`config.mk`:
```
export PLATFORM = sky130hd
export DESIGN_NAME = acc_len_sync_ctrl_flat
export DESIGN_NICKNAME = d
export VERILOG_FILES = /design/src/rtl/acc_len_sync_ctrl_if.sv /design/src/rtl/acc_len_sync_ctrl.sv /design/src/flat_wrapper.sv
export SDC_FILE = /design/constraint.sdc
export NUM_CORES = 1
export LEC_CHECK = 0
export ABC_AREA = 1
export BUFFER_PORTS_ARGS = -buffer_cell sky130_fd_sc_hd__buf_2
export CAP_MARGIN = 20
export CORE_ASPECT_RATIO = 0.7
export CORE_MARGIN = 5
export CORE_UTILIZATION = 60
export CTS_CLUSTER_DIAMETER = 50
export DETAILED_ROUTE_END_ITERATION = 6
export PLACE_DENSITY = 0.81
export SYNTH_ARGS = -nofsm -noshare
export SYNTH_HDL_FRONTEND = slang
export SYNTH_SLANG_ARGS = --single-unit
```
`constraint.sdc`:
```
create_clock -name user_clk -period 2.6 [get_ports user_clk]
set_input_delay 0.26 -clock user_clk [delete_from_list [all_inputs] [get_ports user_clk]]
set_output_delay 0.26 -clock user_clk [all_outputs]
set_load 0.01 [all_outputs]
```
`src/rtl/acc_len_sync_ctrl_if.sv`:
```
// Accumulation-length / sync control bundle.
// Signals: acc_len, arm, sync_in, en (to controller);
//          new_acc, acc_cnt, armed, running, sync_err (from controller).
interface acc_len_sync_ctrl_if #(
    parameter int CNT_W = 32
);
    logic [31:0]      acc_len;
    logic             arm;
    logic             sync_in;
    logic             en;
    logic             new_acc;
    logic [CNT_W-1:0] acc_cnt;
    logic             armed;
    logic             running;
    logic             sync_err;

    modport master (
        output acc_len, arm, sync_in, en,
        input  new_acc, acc_cnt, armed, running, sync_err
    );

    modport slave (
        input  acc_len, arm, sync_in, en,
        output new_acc, acc_cnt, armed, running, sync_err
    );
endinterface

```
`src/rtl/acc_len_sync_ctrl.sv`:
```
// Accumulation controller: counts samples/spectra, emits new_acc
// at the start of each accumulation and tracks completed accumulations.
// Ports: user_clk, user_rst (sync, active-high), bus (slave modport):
//   acc_len, arm, sync_in, en in; new_acc, acc_cnt, armed, running,
//   sync_err out.
module acc_len_sync_ctrl #(
    parameter int SPEC_LEN_BITS = 10,
    parameter int CNT_W         = 32
) (
    input  logic               user_clk,
    input  logic               user_rst,
    acc_len_sync_ctrl_if.slave bus
);

    typedef enum logic [1:0] {
        IDLE  = 2'd0,
        ARMED = 2'd1,
        RUN   = 2'd2
    } state_t;

    state_t state;
    state_t state_nxt;

    logic [SPEC_LEN_BITS-1:0] samp_cnt;
    logic [31:0]              spec_cnt;
    logic [31:0]              len_q;
    logic [CNT_W-1:0]         acc_cnt;
    logic                     new_acc;
    logic                     sync_err;

    logic sync_q;
    logic samp_zero;
    logic samp_wrap;
    logic spec_last;

    logic start_acc;
    logic realign;
    logic resync;
    logic step;
    logic acc_done;
    logic enter_armed;

    assign sync_q    = bus.sync_in & bus.en;
    assign samp_zero = (samp_cnt == '0);
    assign samp_wrap = &samp_cnt;
    assign spec_last = (spec_cnt == len_q - 32'd1);

    always_ff @(posedge user_clk) begin
        if (user_rst) begin
            state <= IDLE;
        end else begin
            state <= state_nxt;
        end
    end

    // realign: this cycle is forced to be sample 0 (first sync after
    // arming, or a misplaced sync in RUN).  step: normal sample advance.
    always_comb begin
        state_nxt   = state;
        start_acc   = 1'b0;
        realign     = 1'b0;
        resync      = 1'b0;
        step        = 1'b0;
        acc_done    = 1'b0;
        enter_armed = 1'b0;
        unique case (state)
            IDLE: begin
                if (bus.arm) begin
                    state_nxt   = ARMED;
                    enter_armed = 1'b1;
                end
            end
            ARMED: begin
                if (bus.arm) begin
                    enter_armed = 1'b1;
                end else if (sync_q) begin
                    state_nxt = RUN;
                    start_acc = 1'b1;
                    realign   = 1'b1;
                end
            end
            RUN: begin
                if (bus.arm) begin
                    state_nxt   = ARMED;
                    enter_armed = 1'b1;
                end else if (bus.en) begin
                    if (sync_q && !samp_zero) begin
                        resync    = 1'b1;
                        realign   = 1'b1;
                        start_acc = 1'b1;
                    end else begin
                        step      = 1'b1;
                        start_acc = samp_zero && (spec_cnt == 32'd0);
                        acc_done  = samp_wrap && spec_last;
                    end
                end
            end
            default: begin
                state_nxt = IDLE;
            end
        endcase
    end

    always_ff @(posedge user_clk) begin
        if (user_rst) begin
            samp_cnt <= '0;
            spec_cnt <= '0;
            len_q    <= '0;
            acc_cnt  <= '0;
            new_acc  <= 1'b0;
            sync_err <= 1'b0;
        end else begin
            // A resync right after a start would give back-to-back
            // markers; the second one is dropped so new_acc stays a
            // single-cycle pulse.
            new_acc <= start_acc & ~new_acc;

            if (start_acc) begin
                len_q <= (bus.acc_len == 32'd0) ? 32'd1 : bus.acc_len;
            end

            if (enter_armed) begin
                samp_cnt <= '0;
                spec_cnt <= '0;
                acc_cnt  <= '0;
                sync_err <= 1'b0;
            end else if (realign) begin
                // This cycle is sample 0, so the next one is sample 1.
                samp_cnt <= SPEC_LEN_BITS'(1);
                spec_cnt <= '0;
                if (resync) begin
                    sync_err <= 1'b1;
                end
            end else if (step) begin
                samp_cnt <= samp_cnt + SPEC_LEN_BITS'(1);
                if (samp_wrap) begin
                    spec_cnt <= spec_last ? 32'd0 : spec_cnt + 32'd1;
                end
                if (acc_done) begin
                    acc_cnt <= acc_cnt + CNT_W'(1);
                end
            end
        end
    end

    assign bus.new_acc  = new_acc;
    assign bus.acc_cnt  = acc_cnt;
    assign bus.armed    = (state == ARMED);
    assign bus.running  = (state == RUN);
    assign bus.sync_err = sync_err;

endmodule

```
`src/flat_wrapper.sv`:
```
// flat-port wrapper written by rule: the top's interface ports become plain ports
module acc_len_sync_ctrl_flat 
#(
    parameter int SPEC_LEN_BITS = 10,
    parameter int CNT_W         = 32
)
  (user_clk, user_rst, bus_acc_len, bus_arm, bus_sync_in, bus_en, bus_new_acc, bus_acc_cnt, bus_armed, bus_running, bus_sync_err);
  acc_len_sync_ctrl_if #(.CNT_W(CNT_W)) bus_i ();
  input  logic user_clk;
  input  logic user_rst;
  input wire logic [$bits(bus_i.acc_len)-1:0] bus_acc_len;
  input wire logic [$bits(bus_i.arm)-1:0] bus_arm;
  input wire logic [$bits(bus_i.sync_in)-1:0] bus_sync_in;
  input wire logic [$bits(bus_i.en)-1:0] bus_en;
  output wire logic [$bits(bus_i.new_acc)-1:0] bus_new_acc;
  output wire logic [$bits(bus_i.acc_cnt)-1:0] bus_acc_cnt;
  output wire logic [$bits(bus_i.armed)-1:0] bus_armed;
  output wire logic [$bits(bus_i.running)-1:0] bus_running;
  output wire logic [$bits(bus_i.sync_err)-1:0] bus_sync_err;
  assign bus_i.acc_len = bus_acc_len;
  assign bus_i.arm = bus_arm;
  assign bus_i.sync_in = bus_sync_in;
  assign bus_i.en = bus_en;
  assign bus_new_acc = bus_i.new_acc;
  assign bus_acc_cnt = bus_i.acc_cnt;
  assign bus_armed = bus_i.armed;
  assign bus_running = bus_i.running;
  assign bus_sync_err = bus_i.sync_err;
  acc_len_sync_ctrl #(.SPEC_LEN_BITS(SPEC_LEN_BITS), .CNT_W(CNT_W)) u_core (.user_clk(user_clk), .user_rst(user_rst), .bus(bus_i));
endmodule
```
==> reports/metrics.cfg <==
[setup_path]
cpMostUsedCell = nor2_2
crit_chain = nor2_2, nand2_1, nor2_2, nand2_1, nor2_2, xnor2_2, nand3_1, nor2_4, nand3_4, nor2_4, nand2_2, o21ai_2, nor2_1
critical-path-top-delay-family = simple AND/OR/NAND/NOR gates
worst-path-buf-inv = 0
path_max_fanout = 8
slowest_delay_ns = 0.38
startpoint_type = register
crit_arrival_ns = 2.81
critPathCaptureType = register
reg2reg_slack_ns = 0.06
path_class = register to register
required_ns = 2.86
crit_slowest_cell = dfxtp_1

[timing]
min_period_over_period_pct = 97.9
tns_ns = 0
setup_viol = 0
fmax_mhz = 393
finalHoldViolations = 0
rsz0062_at_grt = yes
layout_min_cycle_time_ns = 2.54
tightest_slew_ns = 0.631
fin_worst_skew_ns = 0.0100
final_max_slew_viol_count = 0
relSlewSlack_pct = 57.6

[grt]
grt_pass1_wl_um = 34300
antenna_found_initial = 0
grt_max_degree = 59
grt-ovfl-total = 0
grt_usage_pct = 29.3
grt_pass1_vias = 6806

[cts]
numCtsBuffers = 9
clockRootBuffer = clkbuf_16
hold_buffers = 0
cts_tree = done
worstSkewPairLatency_ns = 0.36
path_clk_slew_ns = 0.08
cts_buffer_depth = 2
htreeDepth = 3
cts_sinks = 110

[die]
die_area_um2 = 14600
core_area_um2 = 11900
fp.dieH_um = 103
initial_core_util_pct = 62.1
num_rows = 33
io_pins = 73
die_w_um = 142

[placement]
dpl_cell_area_um2 = 8010
hpwlAfterDp_um = 16700
gp_congestion = 1.01
numPortBuffers = 72

[logic_synthesis]
synthTopCellsByCount = nand2_1 (306), nor2_1 (185), inv_1 (164)
ys_warn_count = 0
synth_top_area_share_pct = 29.9
post-synth-top-count-cell = nand2_1
synth.area.top_cells = dfxtp_1 (30%), nand2_1 (16%), nor2_1 (9.4%), inv_1 (8.4%), xor2_1 (4.3%)
syn-num-nets = 1235
ys_seq_elements = 110
yosys.cell_types.count = 41
synth.largest_area_cell = dfxtp_1
synthArstFlopShare_pct = 0
syn_inst = 1188
synth-main-ff-cell = dfxtp_1
synth_area_um2 = 7360
yosysSeqAreaShare_pct = 29.9
synth_edf_count = 0
syn_avg_cell_area_um2 = 6.20

[route]
ant_nets = 0
routed_wl_um = 22300
dr.pass1.iters = 6
wl_per_cell_um = 15.5
remaining_drc_errors = 0
via_count = 8042
routed_via_density = 5.59
drt-initial-drc-count = 858

[run]
max_cap_violations = 0

[worst_hold_path]
min_path_type = input port to register

[cells_and_area]
finish.utilization_pct = 73.5
area_growth_pct = 18.4
drive_gt1_share_pct = 17.4
antenna_cells = 0
stdcell_area_um2 = 8710
nets = 1323

[outcome]
status = finished, final reports clean

[power]
leakage_nw = 3.76
power_density_nw_per_um2 = 658
vdd_drop_max_mv = 0.594

==> cell families (layout without fill, tap and decap cells) <==
group / Yosys count / after routing / synth area share [%]
fa+ha+maj: 10 / 10 / 1.70
buf+inv: 193 / 284 / 10.1
flops: 110 / 110 / 29.9
xor+xnor: 53 / 53 / 6.41
simple gates: 697 / 699 / 42.9
compound gates: 125 / 125 / 9.04
==> cells in the final DEF, fill, tap and decap left out, types with 12 or more instances in the layout <==
cell,count
nor2_1,156
nand2_2,13
dfxtp_1,104
nand2_1,298
buf_2,72
a21oi_1,51
nand3_1,50
nor2_2,25
o21ai_0,47
nand4_1,35
xnor2_1,15
xor2_1,35
nor3_1,33
nor2_4,24
nor4_1,23
nand3b_1,12
inv_1,160
buf_4,25
==> area by class of cell <==
class | count | area [um^2]
clock buffer | 10 | 239
sequential | 110 | 2210
timing repair buffer | 101 | 619
clock inverter | 6 | 78.8
multi-input combinational | 887 | 4740
fill | 971 | 3140
inverter | 167 | 629
tap | 157 | 196
==> state kept, by name, summed over array words and instances (netlist names) <==
register,cells
u_core.len_q,32
u_core.bus.acc_cnt,32
u_core.spec_cnt,32
u_core.bus.sync_err,1
u_core.state,2
u_core.samp_cnt,10
u_core.bus.new_acc,1
==> routing by layer <==
layer / part of all wire, % / vias to the layer above / global-route usage (%)
met2: 43 / 349 / 42.8
met5: 0 / - / 0
met1: 45 / 3680 / 44.4
met4: 1.7 / 0 / 6.21
met3: 11 / 42 / 6.44
li1: - / 3971 / -
==> final timing paths <==
check                                 from  depth (start not counted)                             endpoint
max           u_core.len_q[7]$_SDFFE_PP0P_                         13  u_core.bus.acc_cnt[24]$_SDFFE_PP0P_
min                         bus_acc_len[9]                          3         u_core.len_q[9]$_SDFFE_PP0P_
max reg2reg   u_core.len_q[7]$_SDFFE_PP0P_                         13  u_core.bus.acc_cnt[24]$_SDFFE_PP0P_
min reg2reg  u_core.bus.new_acc$_SDFF_PP0_                          1        u_core.bus.new_acc$_SDFF_PP0_
==> stage by stage <==
step	total power, W	cells	hold WS (ns)	setup slack, ns
4_1_cts	0.00546	1432	0.158	0.000983
3_3_place_gp	0.00390	1414	0.432	-0.00529
5_1_grt	0.00605	1438	0.168	-0.124
2_1_floorplan	0.00342	1188	0.408	0.297
3_5_place_dp	0.00393	1414	0.425	-0.0467
6_report	0.00574	1438	0.169	0.0556
==> worst reg2reg max path, delay by kind of cell (launching register included) <==
family	cells	cell delay (ns)
xor gates and xnor gates	1	0.16
and+or+nand+nor	11	1.80
DFF	1	0.38
AOI/OAI and AO/OA	1	0.11
==> power breakdown <==
group / internal, W / switching (W) / total (W)
combinational: 0.000836 / 0.00162 / 0.00245
sequential: 0.00174 / 0.0000715 / 0.00181
clock: 0.000792 / 0.000688 / 0.00148
total: 0.00336 / 0.00237 / 0.00574
==> timing repair <==
action,4_1_cts,5_1_grt
setup endpoints to repair,7,60
buffers inserted,1,5
pin swaps,4,30
cloned,1,1
gates resized for setup,13,79
Note: power is estimated with default switching activity, not from simulation.
